--- config.mk ---
export PLATFORM = sky130hd
export DESIGN_NAME = fft_zero_pad_stream
export DESIGN_NICKNAME = d
export VERILOG_FILES = /design/src/rtl/fft_zero_pad_stream.sv
export SDC_FILE = /design/constraint.sdc
export NUM_CORES = 1
export LEC_CHECK = 0
export BUFFER_PORTS_ARGS = -buffer_cell sky130_fd_sc_hd__buf_2
export CAP_MARGIN = 5
export CORE_AREA = 8 8 69 71
export CTS_BUF_LIST = sky130_fd_sc_hd__clkbuf_8
export CTS_CLUSTER_SIZE = 20
export DETAILED_ROUTE_END_ITERATION = 6
export DIE_AREA = 0 0 77 79
export GPL_TIMING_DRIVEN = 0
export PLACE_DENSITY = 0.92
export SYNTH_ARGS = -nofsm -noshare
export SYNTH_HDL_FRONTEND = slang
export SYNTH_SLANG_ARGS = --single-unit
export TNS_END_PERCENT = 20
--- constraint.sdc ---
create_clock -name clk -period 3.6 [get_ports clk]
set_input_delay 0.54 -clock clk [delete_from_list [all_inputs] [get_ports clk]]
set_output_delay 0.54 -clock clk [all_outputs]
set_load 0.005 [all_outputs]
--- src/rtl/fft_zero_pad_stream.sv ---
// Streaming zero-padder: SIZE x SIZE raster tile in, (2*SIZE-1)^2 raster frame out, tile placed at (OFF,OFF).
// Latency: one cycle from an accepted input beat to out_data; pad beats are produced without waiting on input.
// Backpressure: out_ready low freezes the output register and the position counters, and in_ready drops.
module fft_zero_pad_stream #(
    parameter int SIZE = 5,
    parameter int DW   = 32,
    parameter int OFF  = 0
) (
    input  logic          clk,
    input  logic          rst,
    input  logic [DW-1:0] in_data,
    input  logic          in_valid,
    output logic          in_ready,
    input  logic          in_last,
    output logic [DW-1:0] out_data,
    output logic          out_valid,
    input  logic          out_ready,
    output logic          out_first,
    output logic          out_last,
    output logic          frame_done,
    output logic          err_last
);

    localparam int PAD = 2 * SIZE - 1;
    localparam int CW  = $clog2(PAD + 1);

    localparam logic [CW-1:0] OFF_C      = CW'(OFF);
    localparam logic [CW-1:0] SIZE_C     = CW'(SIZE);
    localparam logic [CW-1:0] LAST_C     = CW'(PAD - 1);
    localparam logic [CW-1:0] TILE_END_C = CW'(OFF + SIZE - 1);

    // Position of the next beat to be loaded into the output register.
    logic [CW-1:0] row;
    logic [CW-1:0] col;
    logic [CW-1:0] row_nxt;
    logic [CW-1:0] col_nxt;

    logic [CW-1:0] row_rel;
    logic [CW-1:0] col_rel;
    logic          in_win;
    logic          slot_free;
    logic          load;
    logic          at_first;
    logic          at_end;
    logic          at_tile_end;

    // Offset-relative coordinates wrap to a large value when below OFF,
    // so a single unsigned compare covers both window bounds.
    assign row_rel = row - OFF_C;
    assign col_rel = col - OFF_C;
    assign in_win  = (row_rel < SIZE_C) && (col_rel < SIZE_C);

    assign slot_free = !out_valid || out_ready;
    assign in_ready  = slot_free && in_win;
    assign load      = slot_free && (!in_win || in_valid);

    assign at_first    = (row == '0) && (col == '0);
    assign at_end      = (row == LAST_C) && (col == LAST_C);
    assign at_tile_end = (row == TILE_END_C) && (col == TILE_END_C);

    always_comb begin
        row_nxt = row;
        col_nxt = col + CW'(1);
        if (col == LAST_C) begin
            col_nxt = '0;
            row_nxt = at_end ? '0 : row + CW'(1);
        end
    end

    always_ff @(posedge clk) begin
        if (rst) begin
            row        <= '0;
            col        <= '0;
            out_data   <= '0;
            out_valid  <= 1'b0;
            out_first  <= 1'b0;
            out_last   <= 1'b0;
            frame_done <= 1'b0;
            err_last   <= 1'b0;
        end else begin
            frame_done <= out_valid && out_ready && out_last;

            if (load) begin
                out_data  <= in_win ? in_data : '0;
                out_valid <= 1'b1;
                out_first <= at_first;
                out_last  <= at_end;
                row       <= row_nxt;
                col       <= col_nxt;
            end else if (slot_free) begin
                // Inside the window with no input: emit a bubble, keep position.
                out_valid <= 1'b0;
                out_first <= 1'b0;
                out_last  <= 1'b0;
            end

            // Sticky; a misplaced in_last does not resync the counters.
            if (in_valid && in_ready && (in_last != at_tile_end)) begin
                err_last <= 1'b1;
            end
        end
    end

endmodule

==> results of run 1 <==
==> synth_stat cells (all sizes together), types with 2 or more instances <==
| library cell | n |
|---|---|
| dfxtp | 45 |
| nor2 | 35 |
| a32oi | 32 |
| buf | 12 |
| a21oi | 10 |
| inv | 8 |
| nand2 | 8 |
| clkbuf | 6 |
| ha | 5 |
| nand3 | 4 |
| and2b | 2 |
| mux2i | 2 |
| nor4 | 2 |
| o211ai | 2 |
| o21ai | 2 |
| or3 | 2 |
==> layout make-up <==
cell class | count | area share (%)
well taps | 50 | 2.62
clock inverters | 3 | 1.05
inverters | 8 | 1.26
plain buffers | 18 | 5.39
multi-input cells | 121 | 34.1
repair buffers | 72 | 15.1
clock buffers | 5 | 2.88
flip-flops and latches | 45 | 37.7
==> worst register-to-register path, stage by stage (launching register included) <==
cell,delay (ns)
dfxtp_1,0.36
inv_1,0.09
ha_1,0.15
and2b_1,0.23
nor4_4,0.52
buf_4,0.28
a32oi_1,0.11
nor2_1,0.14
==> report_power, final <==
group          leakage [nW]  internal (mW)  switching (mW)
clock                0.0447          0.140           0.187
sequential            0.369          0.524          0.0148
combinational         0.671         0.0699          0.0735
==> registers in the layout (all words and copies together) (netlist names) <==
name	count
out_first	1
frame_done	1
out_data	32
err_last	1
out_last	1
col	4
out_valid	1
row	4
==> layer usage <==
layer / vias up / part of all wire [%] / global-route usage (%) / wire [microns]
met2: 66 / 50 / 27.4 / 2520
li1: 860 / - / - / -
met1: 848 / 41 / 17.6 / 2090
met3: 10 / 6.8 / 5.64 / 344
met5: - / 0 / 0 / 0
met4: 0 / 2.0 / 7.92 / 102
==> through the flow <==
stage / total power, mW / worst slack [ns]
after floorplan: 0.629 / 1.76
after global placement: 0.687 / 1.42
after detailed placement: 0.692 / 1.39
after CTS: 1.02 / 1.05
after global routing: 1.05 / 0.939
final: 1.01 / 1.06
==> worst max-delay path by stage <==
stage,from,to,slack [ns],cells past startpoint
2_1_floorplan,row[0],in_ready,1.76,5
3_3_place_gp,out_ready,in_ready,1.42,5
3_5_place_dp,row[0],in_ready,1.39,6
4_1_cts,row[0],in_ready,1.05,6
5_1_grt,row[0],in_ready,0.94,6
6_report,row[0],in_ready,1.06,6
==> placed cells by master, fill, tap and decap left out, types with 2 or more instances in the layout <==
master	netlist	layout
nand3_1	4	4
or3_1	2	2
dfxtp_1	45	45
nor2_1	35	35
clkbuf_8	0	5
a32oi_1	32	32
buf_6	5	5
buf_4	2	2
a21oi_1	10	10
inv_1	8	8
clkbuf_1	6	6
buf_2	4	76
mux2i_1	2	2
nand2_1	8	8
ha_1	5	5
and2b_1	2	2
==> kinds of logic (layout without fill, tap and decap cells) <==
family,after synthesis,count (layout)
AOI/OAI and AO/OA,50,50
adders and majority gates,5,5
buffers and inverters,26,106
DFF,45,45
muxes,2,2
and+or+nand+nor,64,64
==> impl_metrics.csv, run 1 <==
group,metric,value,unit
run_status,outcome,"completed",
worst_setup_path,crit_fanout,10,
global_route,grt_pass1_wl,8110,microns
cts,insertion_delay,0.31,ns
cts,cts_buffer_depth,2,
power_and_ir_drop,leakage,1.09,nW
global_route,grt_pass1_vias,1781,
route,avgViaCountPerCell,5.54,
sta,worst_pin_slew,0.575,ns
min_path,min_to,"err_last",
worst_setup_path,crit_family,"simple AND/OR/NAND/NOR gates",
route,drtIter0Drc,103,
worst_setup_path,crit_chain,"inv_1, ha_1, and2b_1, nor4_4, buf_6, buf_2",
synthesis,synth.area.mux_share,1.07,%
global_route,grt_max_degree,17,
finish,final_cell_area,2390,sq um
cts,cts_resized,0,
floorplanning,io_pins,75,
place,dp.cells,314,
finish,diodes,0,
floorplanning,die_y,79,microns
synthesis,synthCells,192,
synthesis,synth_top_family_by_area,"compound AO/OA/AOI/OAI gates",
global_route,grt_antenna_before_repair,0,
worst_setup_path,reg2regPathDepth,7,
floorplanning,core_area,3800,sq um
cts,cts_max_level,2,
synthesis,ys_warn_count,0,
worst_setup_path,crit_buf_inv,3,
worst_setup_path,reg2reg_from,"row[0]",
route,drtPass1Iterations,4,
floorplanning,row_count,23,
job,drv_cap,0,
synthesis,yosys.area.top_type,"dfxtp_1",
cts,cts_setup_buffers,0,
floorplanning,start_util,49.3,%
synthesis,ys_seq_elements,45,
global_route,grt_usage,16.1,%
worst_setup_path,path_class,"reg2out",
synthesis,syn_area,1870,sq um
synthesis,yosys-top-cells-area,"dfxtp_1 (48%), a32oi_1 (15%), nor2_1 (7.0%)",
worst_setup_path,reg2reg_slack,1.66,ns
worst_setup_path,worst_ep_arrival_time,2.00,ns
finish,n_fill_cell,332,
finish,nets,313,
worst_setup_path,cp-start-kind,"flip-flop",
floorplanning,die_area,6080,sq um
cts,cts.clk_slew.worst_paths,0.08,ns
synthesis,synthesis.nets,234,
synthesis,synth_xor_xnor_area_share,0,%
worst_setup_path,r2r-end,"out_data[27]",
min_path,hold_path_class,"reg2reg",
power_and_ir_drop,vdd_ir_drop_max,0.242,mV
route,wl_per_cell,15.7,microns
synthesis,avgSynthCellArea,9.76,sq um
place,io_buffers,72,
sta,rsz0062_at_grt,"no",
synthesis,async_flop_share,0,%
synthesis,synth-adder-area-share,3.34,%
min_path,min-delay-start,"err_last",
global_route,global_route.overflow_total,0,
synthesis,synth_enable_flop_cells,0,
synthesis,synth-simple-area-share,17.0,%
finish,seq_area,901,sq um
sta,finalHoldWorstSlack,0.453,ns
finish,multi_input_comb_area,815,sq um
synthesis,ys_seq_area_share,48.1,%
cts,ctsHoldBuffers,0,
synthesis,synth_top_area_share,48.1,%
route,final_antenna_net_count,0,
sta,finalHoldViolCount,0,
finish,drive_gt1_share,35.3,%
place,dp_hpwl,3690,microns
sta,finalSetupTns,0,ns
sta,fin_crit,2.54,ns
sta,maxSlewViolCount,0,
synthesis,synth.distinct_cells,37,
worst_setup_path,cp.required,3.06,ns
worst_setup_path,cpPeakStageDelay,0.52,ns
finish,finish.utilization,62.9,%
power_and_ir_drop,powerDensity,422,nW/um^2
cts,cts_made_buffers,5,
cts,cts_tree,"built",
min_path,hold_depth,2,
sta,slew_headroom,61.4,%
place,gp_congestion,0.849,
route,vias,1784,
finish,area_growth,27.6,%
route,wl,5060,microns
sta,finClkSkew,0.0107,ns
sta,clock.fmax,0.394,GHz
cts,clockRootBuffer,"clkbuf_8",
cts,cts.sinks,45,
sta,finalSetupViolCount,0,
route,post-route-drc-count,0,
worst_setup_path,critPathSlowestCell,"nor4_4",
synthesis,ys.flop_type,"dfxtp_1",
floorplanning,die_w,77,microns
sta,min_period_over_period,70.5,%
place,dpl_cell_area,2300,sq um
worst_setup_path,endpoint_kind,"output port",
finish,layout.cells.non_filler,322,
synthesis,synth_compound_area_share,22.0,%
No activity file was read; power rests on OpenSTA's default activity.
==> run 2: changes to the inputs <==
Settings changed: CORE_AREA 8 8 69 71 to 8 8 74 76, DIE_AREA 0 0 77 79 to 0 0 82 84, PLACE_DENSITY 0.92 to 0.84.
Clock period 3.6 ns to 2.3 ns, I/O delays scaled along.
==> impl_metrics.csv, run 2 (synthesis results as in run 1) <==
group,metric,value,unit
power_and_ir_drop,p_comb_share,13.5,%
finish,final_common_cell,"buf_2",
power_and_ir_drop,switching_share,24.9,%
sta,slew_headroom,69.0,%
sta,finalHoldViolCount,0,
sta,maxSlewViolCount,0,
min_path,min-delay-start,"in_data[2]",
worst_setup_path,reg2reg_slack,0.42,ns
global_route,grt_antenna_before_repair,0,
route,avgViaCountPerCell,5.45,
worst_setup_path,path_class,"reg2out",
finish,largest_reg_flops,32,
cts,insertion_delay,0.30,ns
sta,finalSetupViolCount,0,
finish,nets,314,
cts,clockRootBuffer,"clkbuf_8",
global_route,grt_pass1_vias,1819,
cts,cts.sinks,45,
finish,diodes,0,
worst_setup_path,critPathSlowestCell,"dfxtp_1",
worst_setup_path,reg2regPathDepth,8,
route,drtIter0Drc,159,
finish,final_cell_area,2420,sq um
power_and_ir_drop,p_clk_share,36.2,%
sta,clock.fmax,0.465,GHz
route,wl,5050,microns
worst_setup_path,r2r-end,"out_data[0]",
floorplanning,row_count,24,
global_route,grt_max_degree,16,
sta,fin_crit,2.15,ns
worst_setup_path,crit_buf_inv,3,
place,dp_hpwl,3820,microns
worst_setup_path,crit_family,"simple AND/OR/NAND/NOR gates",
route,final_antenna_net_count,0,
power_and_ir_drop,power.internal,1.26,mW
global_route,grt_usage,15.3,%
floorplanning,core_area,4260,sq um
power_and_ir_drop,p_sw,0.417,mW
global_route,global_route.overflow_total,0,
floorplanning,die_area,6890,sq um
job,drv_cap,0,
sta,finalSetupTns,0,ns
place,io_buffers,72,
power_and_ir_drop,p_seq_share,50.4,%
route,vias,1772,
sta,worst_pin_slew,0.465,ns
cts,cts_max_level,2,
route,drtPass1Iterations,4,
finish,reg.largest.list,"out_data: 32 flops, col: 4 flops, row: 4 flops",
sta,rsz0062_at_grt,"no",
run_status,outcome,"completed",
finish,n_fill_cell,390,
worst_setup_path,cp.required,1.96,ns
worst_setup_path,reg2reg_from,"row[0]",
power_and_ir_drop,powerDensity,691,nW/um^2
worst_setup_path,cp-start-kind,"flip-flop",
place,dpl_cell_area,2300,sq um
sta,finalHoldWorstSlack,0.293,ns
global_route,grt_pass1_wl,8580,microns
cts,cts_made_buffers,5,
sta,finClkSkew,0.00530,ns
finish,drive_gt1_share,35.5,%
worst_setup_path,worst_ep_arrival_time,1.81,ns
cts,cts.clk_slew.worst_paths,0.09,ns
power_and_ir_drop,leakage,1.10,nW
worst_setup_path,cpPeakStageDelay,0.35,ns
sta,min_period_over_period,93.5,%
route,wl_per_cell,15.5,microns
worst_setup_path,endpoint_kind,"output port",
place,gp_congestion,0.806,
finish,most-common-layout-cells,"buf_2 (76), dfxtp_1 (45), nor2_1 (35)",
cts,ctsHoldBuffers,0,
floorplanning,io_pins,75,
floorplanning,start_util,44.0,%
floorplanning,die_w,82,microns
worst_setup_path,crit_fanout,10,
worst_setup_path,crit_chain,"inv_1, ha_1, and2b_1, nor4_4, buf_6, buf_2",
cts,cts_setup_buffers,1,
min_path,hold_depth,3,
min_path,min_to,"out_data[2]",
floorplanning,die_y,84,microns
cts,cts_buffer_depth,2,
route,post-route-drc-count,0,
finish,largest_register,"out_data",
cts,cts_tree,"built",
cts,cts_resized,0,
min_path,hold_path_class,"in2reg",
power_and_ir_drop,vdd_ir_drop_max,0.727,mV
finish,area_growth,29.1,%
run 2: worst max-delay path by stage:
| stage | to | slack, ns | from | cells after the start |
|---|---|---|---|---|
| 2_1_floorplan | col[0] | 0.65 | row[0] | 7 |
| 3_3_place_gp | in_ready | 0.30 | row[0] | 6 |
| 3_5_place_dp | in_ready | 0.32 | row[0] | 6 |
| 4_1_cts | in_ready | 0.18 | row[0] | 6 |
| 5_1_grt | in_ready | 0.06 | row[0] | 6 |
| 6_report | in_ready | 0.15 | row[0] | 6 |
run 2: area by class of cell:
type                    instances  area (sq um)  share of cell area (%)
plain buffers                  18           129                    5.33
repair buffers                 73           368                    15.2
clock buffers                   5          68.8                    2.84
well taps                      52          65.1                    2.69
multi-input cells             121           815                    33.7
inverters                       8          30.0                    1.24
clock inverters                 3          43.8                    1.81
flip-flops and latches         45           901                    37.2
run 2: worst reg2reg max path, delay by kind of cell (launching register included):
| kind | cells | cell delay, ns |
|---|---|---|
| simple gates | 3 | 0.70 |
| buf+inv | 3 | 0.49 |
| flops | 1 | 0.35 |
| fa+ha+maj | 1 | 0.17 |
| compound gates | 1 | 0.11 |
run 2: power groups by stage:
stage / clock network [mW] / logic, mW / registers, mW
after floorplan: 0 / 0.123 / 0.862
after global placement: 0 / 0.220 / 0.857
after detailed placement: 0 / 0.225 / 0.859
after CTS: 0.615 / 0.227 / 0.842
after global routing: 0.639 / 0.251 / 0.848
final: 0.605 / 0.225 / 0.842
run 2: routing by layer:
layer  up-vias  track usage, %  routed length, microns
li1        861               -                       -
met1       823            17.6                    1990
met2        78            24.8                    2600
met3        10            5.39                     372
met4         0            5.59                      85
met5         -               0                       0
run 2: metrics by stage:
| stage | std cells | worst slack (ns) | util (%) | power (mW) |
|---|---|---|---|---|
| 6_report | 325 | 0.150 | 56.7 | 1.67 |
| 5_1_grt | 325 | 0.0580 | 56.7 | 1.74 |
| 4_1_cts | 325 | 0.185 | 56.7 | 1.68 |
| 3_5_place_dp | 316 | 0.319 | 53.9 | 1.08 |
| 3_3_place_gp | 316 | 0.298 | 53.9 | 1.08 |
| 2_1_floorplan | 192 | 0.653 | - | 0.985 |
